File: src/rtl/au_incdec_pipe.sv
// au_incdec_pipe: two-stage pipelined +/-1 unit with a valid/ready stream on
// both sides. S1 captures the operand; the prefix-AND network, carry/borrow
// formation and optional saturation sit between S1 and S2; S2 drives outputs.
// AU_prefix_and: inclusive prefix-AND (po[i] = &p[i:0]) in a selectable
// topology, used to form the run-of-ones (inc) / run-of-zeros (dec) mask.

module AU_prefix_and #(
  parameter int WIDTH = 8,
  parameter int ARCH  = 0
) (
  input  logic [WIDTH-1:0] p_i,
  output logic [WIDTH-1:0] po_o
);

  localparam int LG = $clog2(WIDTH);

  logic [WIDTH-1:0] p_s;

  // Prefix network; every topology updates in place, since the operand read at
  // each level is never written on that same level.
  always_comb begin
    p_s = p_i;
    case (ARCH)
      32'sd1: begin
        // Brent-Kung: up-sweep builds block prefixes, down-sweep fills the gaps.
        for (int l = 0; l < LG; l++) begin
          for (int i = (2 << l) - 1; i < WIDTH; i += (2 << l)) begin
            p_s[i] = p_s[i] & p_s[i - (1 << l)];
          end
        end
        for (int l = LG - 2; l >= 0; l--) begin
          for (int i = 3 * (1 << l) - 1; i < WIDTH; i += (2 << l)) begin
            p_s[i] = p_s[i] & p_s[i - (1 << l)];
          end
        end
      end
      32'sd2: begin
        // Sklansky: at level l each bit with bit l of its index set picks up the
        // prefix ending just below its 2^l-aligned block.
        for (int l = 0; l < LG; l++) begin
          for (int i = 0; i < WIDTH; i++) begin
            if (((i >> l) & 1) == 1) begin
              p_s[i] = p_s[i] & p_s[((i >> l) << l) - 1];
            end else begin
              p_s[i] = p_s[i];
            end
          end
        end
      end
      default: begin
        // Serial ripple chain.
        for (int i = 1; i < WIDTH; i++) begin
          p_s[i] = p_s[i] & p_s[i - 1];
        end
      end
    endcase
  end

  assign po_o = p_s;

endmodule

module au_incdec_pipe #(
  parameter int WIDTH = 8,
  parameter int ARCH  = 0,
  parameter int SAT   = 0
) (
  input  logic             clk,
  input  logic             rst_n,
  input  logic             in_valid,
  output logic             in_ready,
  input  logic [WIDTH-1:0] in_a,
  input  logic             in_op,
  input  logic             in_ci,
  output logic             out_valid,
  input  logic             out_ready,
  output logic [WIDTH-1:0] out_z,
  output logic             out_co,
  output logic             out_zero
);

  localparam bit SAT_EN = (SAT != 0);

  // Stage 1: captured operand
  logic             s1_valid_q, s1_valid_d;
  logic [WIDTH-1:0] s1_a_q, s1_a_d;
  logic             s1_op_q, s1_op_d;
  logic             s1_ci_q, s1_ci_d;
  // Stage 2: registered result
  logic             s2_valid_q, s2_valid_d;
  logic [WIDTH-1:0] s2_z_q, s2_z_d;
  logic             s2_co_q, s2_co_d;
  logic             s2_zero_q, s2_zero_d;

  logic             s2_adv_s, s1_adv_s, in_xfer_s;
  logic [WIDTH-1:0] pi_s, po_s, carry_s, raw_s, z_s;
  logic             co_s, zero_s;

  // Handshake: in_ready depends only on state and out_ready, never on in_valid.
  assign s2_adv_s  = ~s2_valid_q | out_ready;
  assign s1_adv_s  = s1_valid_q & s2_adv_s;
  assign in_ready  = ~s1_valid_q | s2_adv_s;
  assign in_xfer_s = in_valid & in_ready;

  // Increment ripples through trailing ones; decrement through trailing zeros.
  assign pi_s = s1_op_q ? ~s1_a_q : s1_a_q;

  AU_prefix_and #(.WIDTH(WIDTH), .ARCH(ARCH)) u_prefix (
    .p_i  (pi_s),
    .po_o (po_s)
  );

  // Carry/borrow into each bit: ci gated by the prefix of all lower bits.
  always_comb begin
    carry_s    = {WIDTH{1'b0}};
    carry_s[0] = s1_ci_q;
    for (int i = 1; i < WIDTH; i++) begin
      carry_s[i] = s1_ci_q & po_s[i - 1];
    end
  end

  assign raw_s = s1_a_q ^ carry_s;
  assign co_s  = s1_ci_q & po_s[WIDTH-1];

  // Saturation clamps to the range end in the direction of the step.
  always_comb begin
    z_s = raw_s;
    if (SAT_EN && co_s) begin
      z_s = s1_op_q ? {WIDTH{1'b0}} : {WIDTH{1'b1}};
    end else begin
      z_s = raw_s;
    end
  end

  assign zero_s = (z_s == {WIDTH{1'b0}});

  // Stage 1 next state: load on input transfer, empty when drained into S2.
  always_comb begin
    s1_valid_d = s1_valid_q;
    s1_a_d     = s1_a_q;
    s1_op_d    = s1_op_q;
    s1_ci_d    = s1_ci_q;
    if (in_xfer_s) begin
      s1_valid_d = 1'b1;
      s1_a_d     = in_a;
      s1_op_d    = in_op;
      s1_ci_d    = in_ci;
    end else if (s1_adv_s) begin
      s1_valid_d = 1'b0;
    end else begin
      s1_valid_d = s1_valid_q;
    end
  end

  // Stage 2 next state: load from S1, empty on output transfer, else hold.
  always_comb begin
    s2_valid_d = s2_valid_q;
    s2_z_d     = s2_z_q;
    s2_co_d    = s2_co_q;
    s2_zero_d  = s2_zero_q;
    if (s1_adv_s) begin
      s2_valid_d = 1'b1;
      s2_z_d     = z_s;
      s2_co_d    = co_s;
      s2_zero_d  = zero_s;
    end else if (s2_valid_q && out_ready) begin
      s2_valid_d = 1'b0;
    end else begin
      s2_valid_d = s2_valid_q;
    end
  end

  // Pipeline registers with synchronous active-low reset.
  always_ff @(posedge clk) begin
    if (!rst_n) begin
      s1_valid_q <= 1'b0;
      s1_a_q     <= {WIDTH{1'b0}};
      s1_op_q    <= 1'b0;
      s1_ci_q    <= 1'b0;
      s2_valid_q <= 1'b0;
      s2_z_q     <= {WIDTH{1'b0}};
      s2_co_q    <= 1'b0;
      s2_zero_q  <= 1'b0;
    end else begin
      s1_valid_q <= s1_valid_d;
      s1_a_q     <= s1_a_d;
      s1_op_q    <= s1_op_d;
      s1_ci_q    <= s1_ci_d;
      s2_valid_q <= s2_valid_d;
      s2_z_q     <= s2_z_d;
      s2_co_q    <= s2_co_d;
      s2_zero_q  <= s2_zero_d;
    end
  end

  assign out_valid = s2_valid_q;
  assign out_z     = s2_z_q;
  assign out_co    = s2_co_q;
  assign out_zero  = s2_zero_q;

endmodule
File: config.mk
export PLATFORM = sky130hd
export DESIGN_NAME = au_incdec_pipe
export DESIGN_NICKNAME = d
export VERILOG_FILES = /design/src/rtl/au_incdec_pipe.sv
export SDC_FILE = /design/constraint.sdc
export NUM_CORES = 1
export LEC_CHECK = 0
export BUFFER_PORTS_ARGS = -buffer_cell sky130_fd_sc_hd__buf_2
export CORE_AREA = 2 2 62 47
export CTS_CLUSTER_SIZE = 25
export DETAILED_ROUTE_END_ITERATION = 12
export DIE_AREA = 0 0 64 49
export PLACE_DENSITY = 0.75
export RECOVER_POWER = 25
export SLEW_MARGIN = 20
export SYNTH_ARGS = -nofsm -noshare
export SYNTH_HDL_FRONTEND = slang
export SYNTH_HIERARCHICAL = 1
export SYNTH_SLANG_ARGS = --single-unit
export TNS_END_PERCENT = 20
File: constraint.sdc
create_clock -name clk -period 2.1 [get_ports clk]
set_input_delay 0.21 -clock clk [delete_from_list [all_inputs] [get_ports clk]]
set_output_delay 0.21 -clock clk [all_outputs]
set_load 0.02 [all_outputs]
# Yosys cells after proc, flatten, opt, wreduce, memory -nomap -nowiden
# Cells that the tools add are included.
[op_classes]
addsub = 0
mul = 0
div_mod_pow = 0
n_lt_le_gt_ge = 0
eq_ne = 0
shift = 0
muxes = 5
n_bitwise = 23
n_reduce_logical = 4
[op_table]
columns = ["operator", "count"]
rows = [
  ["$and A1 B1 Y1", 17],
  ["$logic_not A8 Y1", 1],
  ["$mux W8", 1],
  ["$not A8 Y8", 1],
  ["$xor A8 B8 Y8", 1],
  ["$mux W1", 4],
  ["$reduce_bool A2 Y1", 2],
  ["$not A1 Y1", 2],
  ["$or A1 B1 Y1", 2],
  ["$logic_and A1 B1 Y1", 1],
]
[totals]
register_bits = 22
latchBits = 0
ram_bits = 0
rom_bits = 0
input_bits = 14
elab_cells = 40
memories = 0

# Logic depth before layout (Yosys ltp)
# Gate-level depths: netlist (run 1).
[logic_depth]
word_depth = 11
depth_mapped = 8
ltp_nobuf = 7

# Modules after synthesis
# The synthesis (run 1) kept the hierarchy.
[modules_own_cells]
columns = ["mod", "n_inst", "cells_per_inst", "area_per_inst_um2"]
rows = [
  ["au_incdec_pipe", 1, 142, 1207.4],
  ["AU_prefix_and", 1, 13, 76.3],
]

# Worst setup path before layout (run 1)
# OpenSTA, ideal clock, no wires.
[synth_path]
path_type = "reg-to-reg"
startpoint = "reg s1_op_q"
endpoint = "reg s2_zero_q (netlist: out_zero)"
setup_time_ps = 84
t_arrival_ps = 1660
t_required_ps = 2016
setup_slack_ps = 356
path_stages_with_launch = 9
period_less_slack_ps = 1744
path_cell_list = "dfxtp_1 -> buf_2 -> xor2_1 -> nand4_2 -> nor2_1 -> nand4b_1 -> o22ai_1 -> a21oi_1 -> o31ai_2"
[synth_between]
elab_chain_len = 10
[synth_lines]
columns = ["element", "line_no", "source"]
rows = [
  ["start: declaration", "87", "logic s1_op_q, s1_op_d;"],
  ["start signal: assignment", "187", "s1_op_q <= s1_op_d;"],
  ["$mux W8 (*)", "106", "assign pi_s = s1_op_q ? ~s1_a_q : s1_a_q;"],
  ["named net pi_s[0]", "96", "logic [WIDTH-1:0] pi_s, po_s, carry_s, raw_s, z_s;"],
  ["$and A1 B1 Y1 (*) (5 in series)", "53", "p_s[i] = p_s[i] & p_s[i - 1];"],
  ["named net po_s[5]", "96", ""],
  ["$and A1 B1 Y1", "53", ""],
  ["$and A1 B1 Y1", "118", "carry_s[i] = s1_ci_q & po_s[i - 1];"],
  ["$xor A8 B8 Y8 (*)", "122", "assign raw_s = s1_a_q ^ carry_s;"],
  ["$logic_not A8 Y1 (*)", "135", "assign zero_s = (z_s == {WIDTH{1'b0}});"],
  ["end signal: assignment", "192", "s2_zero_q <= s2_zero_d;"],
  ["end: declaration", "93", "logic s2_zero_q, s2_zero_d;"],
]
# The timed path passes the listed nets; every way through them passes the cells marked *.
# A chain may end at the register's enable or synchronous reset.

# Worst setup path in the final report (run 1)
[layout_path]
startpoint = "reg s1_op_q"
endpoint = "reg s2_zero_q (netlist: out_zero)"
[layout_lines]
columns = ["element", "line_no"]
rows = [
  ["$mux W8", "106"],
  ["named net pi_s[3]", "96"],
  ["$and A1 B1 Y1 (4 in series)", "53"],
  ["named net po_s[6]", "96"],
  ["$and A1 B1 Y1", "118"],
  ["$xor A8 B8 Y8", "122"],
  ["$logic_not A8 Y1", "135"],
]
# The timed path passes the listed nets, and every way through them passes these cells.

==> results of run 1 <==
-- final cells by class --
| class | instances | area [um^2] |
|---|---|---|
| clock buffers | 3 | 22.5 |
| clock inverters | 1 | 30.0 |
| fillers | 243 | 1140 |
| inverters | 5 | 18.8 |
| multi-input cells | 114 | 746 |
| flip-flops and latches | 22 | 440 |
| well taps | 36 | 45.0 |
| repair buffers | 28 | 139 |
-- registers in the layout (all words and copies together), names as in the netlist --
signal and cells:
out_co 1, out_valid 1, out_z 8, out_zero 1
s1_a_q 8, s1_ci_q 1, s1_op_q 1, s1_valid_q 1
-- how the worst min path moves through the flow --
| stage | startpoint | to | slack [ns] | depth (start not counted) |
|---|---|---|---|---|
| finish | in_a[3] | s1_a_q[3] | 0.13 | 3 |
| global route | in_a[4] | s1_a_q[4] | 0.11 | 3 |
| CTS | in_a[4] | s1_a_q[4] | 0.12 | 3 |
| detailed placement | out_co | out_co | 0.46 | 2 |
| global placement | out_co | out_co | 0.45 | 2 |
| floorplan | rst_n | s1_a_q[0] | 0.36 | 1 |
-- through the flow --
| step | TNS [ns] | cell area [um^2] | power, mW | hold slack, ns | cells |
|---|---|---|---|---|---|
| floorplan | 0 | 1280 | 0.595 | 0.364 | 155 |
| global placement | 0 | 1390 | 0.627 | 0.453 | 205 |
| detailed placement | 0 | 1390 | 0.633 | 0.456 | 205 |
| CTS | 0 | 1450 | 0.965 | 0.120 | 209 |
| global route | -0.000131 | 1440 | 1.01 | 0.114 | 209 |
| finish | 0 | 1440 | 0.955 | 0.131 | 209 |
-- what timing repair did --
item                                    4_1_cts  5_1_grt
gates resized for setup                       0        2
endpoints found under the setup margin        0        1
hold endpoints to repair                      0        0
-- power by group --
group / switching [mW] / internal (mW) / total, mW
combinational: 0.0851 / 0.0653 / 0.150
sequential: 0.0311 / 0.442 / 0.473
clock: 0.138 / 0.193 / 0.331
total: 0.254 / 0.700 / 0.955
-- synth_stat cells (all sizes together), types with 2 or more instances --
cell type	number
nor3	3
a21oi	2
xnor2	2
o22ai	3
buf	11
o211a	8
nor2	5
xor2	18
nand3	16
inv	5
nand2	29
and2	2
nand4b	3
a21boi	13
clkbuf	3
o21ai	2
dfxtp	22
-- per-layer routing --
metal	part of all wire, %	track usage, %
met4	1.1	4.35
met1	48	21.7
met3	4.8	5.54
met2	46	29.5
met5	0	0
-- cells by family after synthesis --
kind of cell           after synthesis  synth area share (%)
flip-flops                          22                  34.3
AND/OR/NAND/NOR                     62                  24.3
XOR/XNOR                            20                  13.6
buffers and inverters               19                  7.99
AO/OA/AOI/OAI                       32                  19.8
-- worst min-delay path, delay by kind of cell --
kind	cells	cell delay [ns]
simple gates	1	0.05
buf+inv	1	0.10
compound gates	1	0.07
==> reports/summary.txt, run 1 <==
CP required - 2.35 ns
antenna diode count - 0
GRT Util Overall - 17.5%
hold crit path type - primary input to flop
PD cells - 662 nW/um^2
Final #Nets - 188
number of global-route vias before repair - 991
Tmin final - 1.99 ns
crit path kind - flop to flop
crit-path leading delay family - compound AO/OA/AOI/OAI gates
insertion delay to the later sink of the worst-skew pair - 0.32 ns
Buffers on Ports - 25
total gr overflow - 0
status - complete, no violations
largest net degree at the start of global routing - 24
initial antenna violation count - 0
Clock transition at path regs - 0.14 ns
flop2flop setup slack - 0.11 ns
CTS Hold Bufs - 0
register area share after synthesis - 34.3%
final WL - 2600 um
first-pass GRT wire length - 4310 um
most common cell after layout, fill and taps aside - nand2_1
router iterations before antenna repair - 4
routed len/inst - 12.4 um
final setup margin - 0.110 ns
CP Launch Type - flop
Post-synth EDFFs - 0
num rows - 16
Worst Path Max Fanout - 6
worst reg2reg startpoint - s1_op_q
Residual DRC - 0
clk root buf - clkbuf_4
CTS tree - yes
clock sink count - 22
Critical Path Start - s1_op_q
Yosys top cell area share - 34.3%
Pleak - 0.680 nW
CP Capture Point - out_zero
die area - 3140 um^2
buffer and inverter count on the worst path - 1
die height - 49 um
Synth Net Count - 169
Initial Util - 49.7%
Peak Freq - 503 MHz
period utilisation layout - 94.8%
postcts setup bufs - 0
crit path DAT - 2.24 ns
Worst Setup End Kind - flop
number of cells on the critical path - 8
vias per cell - 5.31
H-tree level count - 1
area delta synth->final - 12.3%
final hold vios - 0
Worst IR Drop VDD - 0.000268 V
average size of a mapped cell - 8.28 um^2
async set-or-reset flop fraction in the synthesized netlist - 0%
post-synthesis cell count - 155
synthesized area - 1280 um^2
cell taking the most area after synthesis - dfxtp_1
max_cap viols - 0
post-place setup slack - 0.204 ns
commonest non-fill, non-tap cells in the layout - 28 x nand2_1, 22 x dfxtp_1, 18 x buf_2
worst r2r path cells - 8
max-slew violations - 0
DR iter-0 viols - 48
total CTS buffers - 3
Max clock buf depth - 2
setup violators final - 0
Synth Register Bits - 22
distinct cell type count after synthesis - 32
Slowest Stage Delay on Critical Path - 0.44 ns
YS warnings - 6
Ports - 26
vias - 1,110
r2r endpoint - out_zero
Clock Skews - 0.0175 ns
crit path max-delay cell type - dfxtp_1
Synth area leaders - dfxtp_1 34%, xor2_1 12%, nand2_1 8.2%, a21boi_0 7.6%, nand3_1 6.2%
post-route ant nets - 0
CP Cell Sequence - buf_4 > xor2_1 > nand4_2 > nor2_1 > xnor2_1 > a31o_2 > o2111ai_1 > o31ai_2
layout cells sized above 1 - 20.2%
Main synth FF type - dfxtp_1
Util after Layout - 55.8%
Die X - 64 um
gpl congestion - 0.839
pin slew with the least headroom to its limit - 0.607 ns
core box area - 2580 um^2
Worst slew margin - 59.6%
Post-DP HPWL - 1860 um
Note: power is estimated with default switching activity, not from simulation.
==> run 2: changes to the inputs <==
Settings changed: ABC_AREA set to 1, CORE_AREA 2 2 62 47 to 2 2 71 53, DIE_AREA 0 0 64 49 to 0 0 73 55, PLACE_DENSITY 0.75 to unset.
==> run 2 against run 1 <==
Against the previous run: combinational power up 23%; die area up 28%; synthesized cell count up 3.2%; flip-flop and latch count unchanged; design area down 5.6%; non-clock buffer count up 1.
==> reports/summary.txt, run 2 <==
total CTS buffers - 3
Post-DP HPWL - 1880 um
met3 Use GR - 4.71%
PD cells - 703 nW/um^2
num rows - 18
YS warnings - 6
CTS tree - yes
Worst Path Max Fanout - 6
async set-or-reset flop fraction in the synthesized netlist - 0%
setup violators final - 0
final hold vios - 0
first-pass GRT wire length - 4260 um
die height - 55 um
vias - 999
post-synthesis cell count - 160
Ports - 26
max_cap viols - 0
met2 usage - 18.5%
Main synth FF type - dfxtp_1
final hold slack - 0.210 ns
Post-synth EDFFs - 0
distinct cell type count after synthesis - 24
clk root buf - clkbuf_8
routed len/inst - 11.0 um
router iterations before antenna repair - 4
post-place setup slack - 0.250 ns
GRT Util Overall - 14.1%
status - complete, no violations
commonest non-fill, non-tap cells in the layout - 32 x nand2_1, 21 x dfxtp_1, 18 x a21oi_1, 18 x buf_2, 17 x inv_1
insertion delay to the later sink of the worst-skew pair - 0.26 ns
synthesized area - 1180 um^2
layout cells sized above 1 - 28.3%
placed cell areas - 1320 um^2
gpl congestion - 0.765
Synth Net Count - 174
antenna diode count - 0
synth cell count leaders - 31 x nand2_1, 22 x dfxtp_1, 18 x a21oi_1
Final #Nets - 199
Die X - 73 um
Peak Freq - 550 MHz
Synth Register Bits - 22
Clock transition at path regs - 0.08 ns
period utilisation layout - 86.6%
Buffers on Ports - 25
H-tree level count - 1
Max clock buf depth - 2
most common cell after layout, fill and taps aside - nand2_1
crit path DAT - 2.02 ns
crit path kind - flop to flop
die area - 4020 um^2
Yosys top cell area share - 37.3%
Worst Setup End Kind - flop
RSZ-0062 raised after global routing - false
CP Launch Type - flop
Synth area leaders - dfxtp_1 37%, nand2_1 9.9%, a21oi_1 7.6%, xor2_1 5.9%, inv_1 5.4%
pin slew with the least headroom to its limit - 0.319 ns
CP required - 2.30 ns
register area share after synthesis - 37.3%
hold crit path type - primary input to flop
met1 usage - 21.4%
clock sink count - 22
Residual DRC - 0
initial antenna violation count - 0
setup_tns - 0 ns
flop2flop setup slack - 0.28 ns
Worst slew margin - 78.7%
max-slew violations - 0
number of global-route vias before repair - 902
final WL - 2470 um
Tmin final - 1.82 ns
GRT busiest layer - met1
Pleak - 0.656 nW
final setup margin - 0.281 ns
Initial Util - 35.2%
fin area - 1360 um^2
count leader, synth - nand2_1
DR iter-0 viols - 38
area delta synth->final - 15.3%
Worst IR Drop VDD - 0.000356 V
total gr overflow - 0
core box area - 3360 um^2
Clock Skews - 0.00455 ns
largest net degree at the start of global routing - 20
post-route ant nets - 0
vias per cell - 4.46
cell taking the most area after synthesis - dfxtp_1
average size of a mapped cell - 7.38 um^2
-- run 2: metal layers --
layer	vias up	share of wire, %
met5	-	0
met2	16	37
met4	0	0.69
met1	434	57
li1	547	-
met3	2	4.9
-- run 2: area by class of cell --
type                            instances  area [um^2]
Fill cell                             360         1990
Multi-Input combinational cell        103          571
Sequential cell                        22          442
Timing Repair Buffer                   29          146
Inverter                               26         97.6
Clock buffer                            4         55.1
Tap cell                               40         50.0
-- run 2: power breakdown --
group	switching, mW	leakage, nW	total [mW]	internal (mW)
registers	0.0241	0.182	0.469	0.445
logic	0.118	0.445	0.185	0.0666
clock network	0.136	0.0288	0.303	0.167
total	0.279	0.656	0.957	0.679
-- run 2: per-stage QoR --
stage	power, mW	util (%)	instances
finish	0.957	40.6	224
floorplan	0.623	-	160
global route	1.01	40.6	224
CTS	0.974	40.9	224
global placement	0.666	39.2	220
detailed placement	0.666	39.2	220
-- run 2: repair_timing --
action,4_1_cts,5_1_grt
buffers inserted,0,0
resized for setup,0,1
hold buffers,0,0
setup endpoints to repair,0,1
-- run 2: final timing paths --
kind,from,endpoint,depth (start not counted)
setup / recovery,s1_op_q,out_zero,13
hold / removal,in_a[3],s1_a_q[3],3
setup reg to reg,s1_op_q,out_zero,13
hold reg to reg,out_co,out_co,2
-- run 2: logic make-up (layout without fill, tap and decap cells) --
group / count (synthesis) / after routing / synth area share [%]
simple gates: 58 / 58 / 26.6
compound gates: 37 / 37 / 16.0
buf+inv: 35 / 59 / 14.2
flops: 22 / 22 / 37.3
xor+xnor: 8 / 8 / 5.93
-- run 2: worst max-delay path, cell delays in order (launching register included) --
cell	delay [ns]
dfxtp_2	0.41
xor2_1	0.27
nand3_2	0.15
nor2_4	0.14
nand2_1	0.08
nor2_1	0.17
nand2_1	0.07
nand2_1	0.06
nand2_1	0.06
inv_2	0.05
nand2_1	0.04
nor2_1	0.09
nand2_1	0.07
a21oi_2	0.10
==> run 3: changes to the inputs <==
Settings changed: REMOVE_ABC_BUFFERS set to 1, SETUP_SLACK_MARGIN set to 0.1.
==> run 3 against run 2 <==
Against the previous run: sequential power about the same; via count up 1.0%; register-to-register slack better by 0.05 ns; flip-flop and latch count unchanged; largest power group unchanged.
==> reports/summary.txt, run 3 (synthesis gave the netlist of run 2 again) <==
initial antenna violation count - 0
Worst Path Max Fanout - 6
CP required - 2.30 ns
fin area - 1340 um^2
hold crit path type - primary input to flop
antenna diode count - 0
crit path kind - flop to flop
Peak Freq - 567 MHz
Initial Util - 35.2%
Tmin final - 1.76 ns
final WL - 2340 um
Post-DP HPWL - 1760 um
Worst IR Drop VDD - 0.000374 V
Clock Skews - 0.00261 ns
die area - 4020 um^2
crit path DAT - 1.96 ns
Residual DRC - 0
first-pass GRT wire length - 4080 um
clock sink count - 22
insertion delay to the later sink of the worst-skew pair - 0.26 ns
final hold vios - 0
total CTS buffers - 3
Final #Nets - 198
setup violators final - 0
placed cell areas - 1310 um^2
Worst slew margin - 55.4%
routed len/inst - 10.5 um
num rows - 18
core box area - 3360 um^2
Clock transition at path regs - 0.07 ns
layout cells sized above 1 - 27.5%
Net Sw Frac - 29.5%
Slowest Stage Delay on Critical Path - 0.37 ns
die height - 55 um
Max clock buf depth - 2
Ports - 26
Comb power frac - 20.2%
status - complete, no violations
H-tree level count - 1
period utilisation layout - 84.0%
GRT Util Overall - 13.2%
max-slew violations - 0
gpl congestion - 0.724
CTS Hold Bufs - 0
RSZ-0062 raised after global routing - false
CP Cell Sequence - buf_4 > xor2_1 > inv_1 > nor2_4 > nand2_1 > nor2_1 > nand2_1 > nand2_1 > nand2_1 > inv_2 > nand2_1 > nor2_1 > nand2_1 > a21oi_2
router iterations before antenna repair - 4
commonest non-fill, non-tap cells in the layout - 32 x nand2_1, 21 x dfxtp_1, 18 x a21oi_1, 18 x buf_2, 17 x inv_1
max_cap viols - 0
Pleak - 0.644 nW
clk root buf - clkbuf_8
PD cells - 676 nW/um^2
post-route ant nets - 0
flop2flop setup slack - 0.34 ns
Die X - 73 um
vias - 1,009
largest net degree at the start of global routing - 21
setup_tns - 0 ns
total gr overflow - 0
crit path max-delay cell type - dfxtp_2
most common cell after layout, fill and taps aside - nand2_1
CP Launch Type - flop
Util after Layout - 39.9%
Reg power frac - 51.5%
net switching power - 0.267 mW
Top cell by count, worst path - nand2_1
Worst Setup End Kind - flop
area delta synth->final - 13.5%
internal power - 0.639 mW
clock network power share - 28.2%
CTS tree - yes
DR iter-0 viols - 32
vias per cell - 4.55
number of global-route vias before repair - 909
Buffers on Ports - 25
pin slew with the least headroom to its limit - 0.667 ns
[run 3: changes by cell type in the layout (fill, tap and decap cells not counted)]
cell	before	now
clkbuf_8	4	3
buf_4	4	3
[run 3: layout make-up]
| cell class | instances | area [um^2] |
|---|---|---|
| clock buffers | 3 | 41.3 |
| fillers | 379 | 2020 |
| inverters | 26 | 97.6 |
| multi-input cells | 103 | 571 |
| flip-flops and latches | 22 | 442 |
| well taps | 40 | 50.0 |
| repair buffers | 28 | 139 |
[run 3: power groups by stage]
stage	Sequential (mW)	Clock, mW	Combinational (mW)
3_3_place_gp	0.476	0	0.187
2_1_floorplan	0.495	0	0.107
6_report	0.467	0.256	0.183
3_5_place_dp	0.476	0	0.187
4_1_cts	0.467	0.267	0.189
5_1_grt	0.471	0.285	0.209
[run 3: stage by stage]
step	setup WS [ns]	instances	power, mW	hold slack, ns
4_1_cts	0.257	222	0.922	0.203
2_1_floorplan	0.167	151	0.602	0.346
3_5_place_dp	0.283	219	0.664	0.459
5_1_grt	0.125	222	0.965	0.213
6_report	0.336	222	0.906	0.202
3_3_place_gp	0.343	219	0.663	0.459
[run 3: path summary, 6_finish.rpt]
path         startpoint        to  cells past startpoint
min reg2reg      out_co    out_co                      2
min               in_op   s1_op_q                      3
max reg2reg     s1_op_q  out_zero                     14
max             s1_op_q  out_zero                     14
[run 3: per-layer routing]
metal  wire length [um]  GRT usage (%)
met1               1270           17.6
met2                941           21.6
met3                127           4.17
met4                  4           1.85
met5                  0              0
[run 3: what timing repair did]
| item | in CTS | in global routing |
|---|---|---|
| gates resized for setup | 0 | 1 |
| setup endpoints to repair | 0 | 1 |
| setup buffers | 0 | 0 |
| endpoints found under the hold margin | 0 | 0 |
[run 3: worst max-delay path, delay by kind of cell, from the launching register on]
kind | cells | cell delay (ns)
xor+xnor | 1 | 0.15
simple gates | 9 | 0.78
buf+inv | 3 | 0.30
flops | 1 | 0.37
compound gates | 1 | 0.10
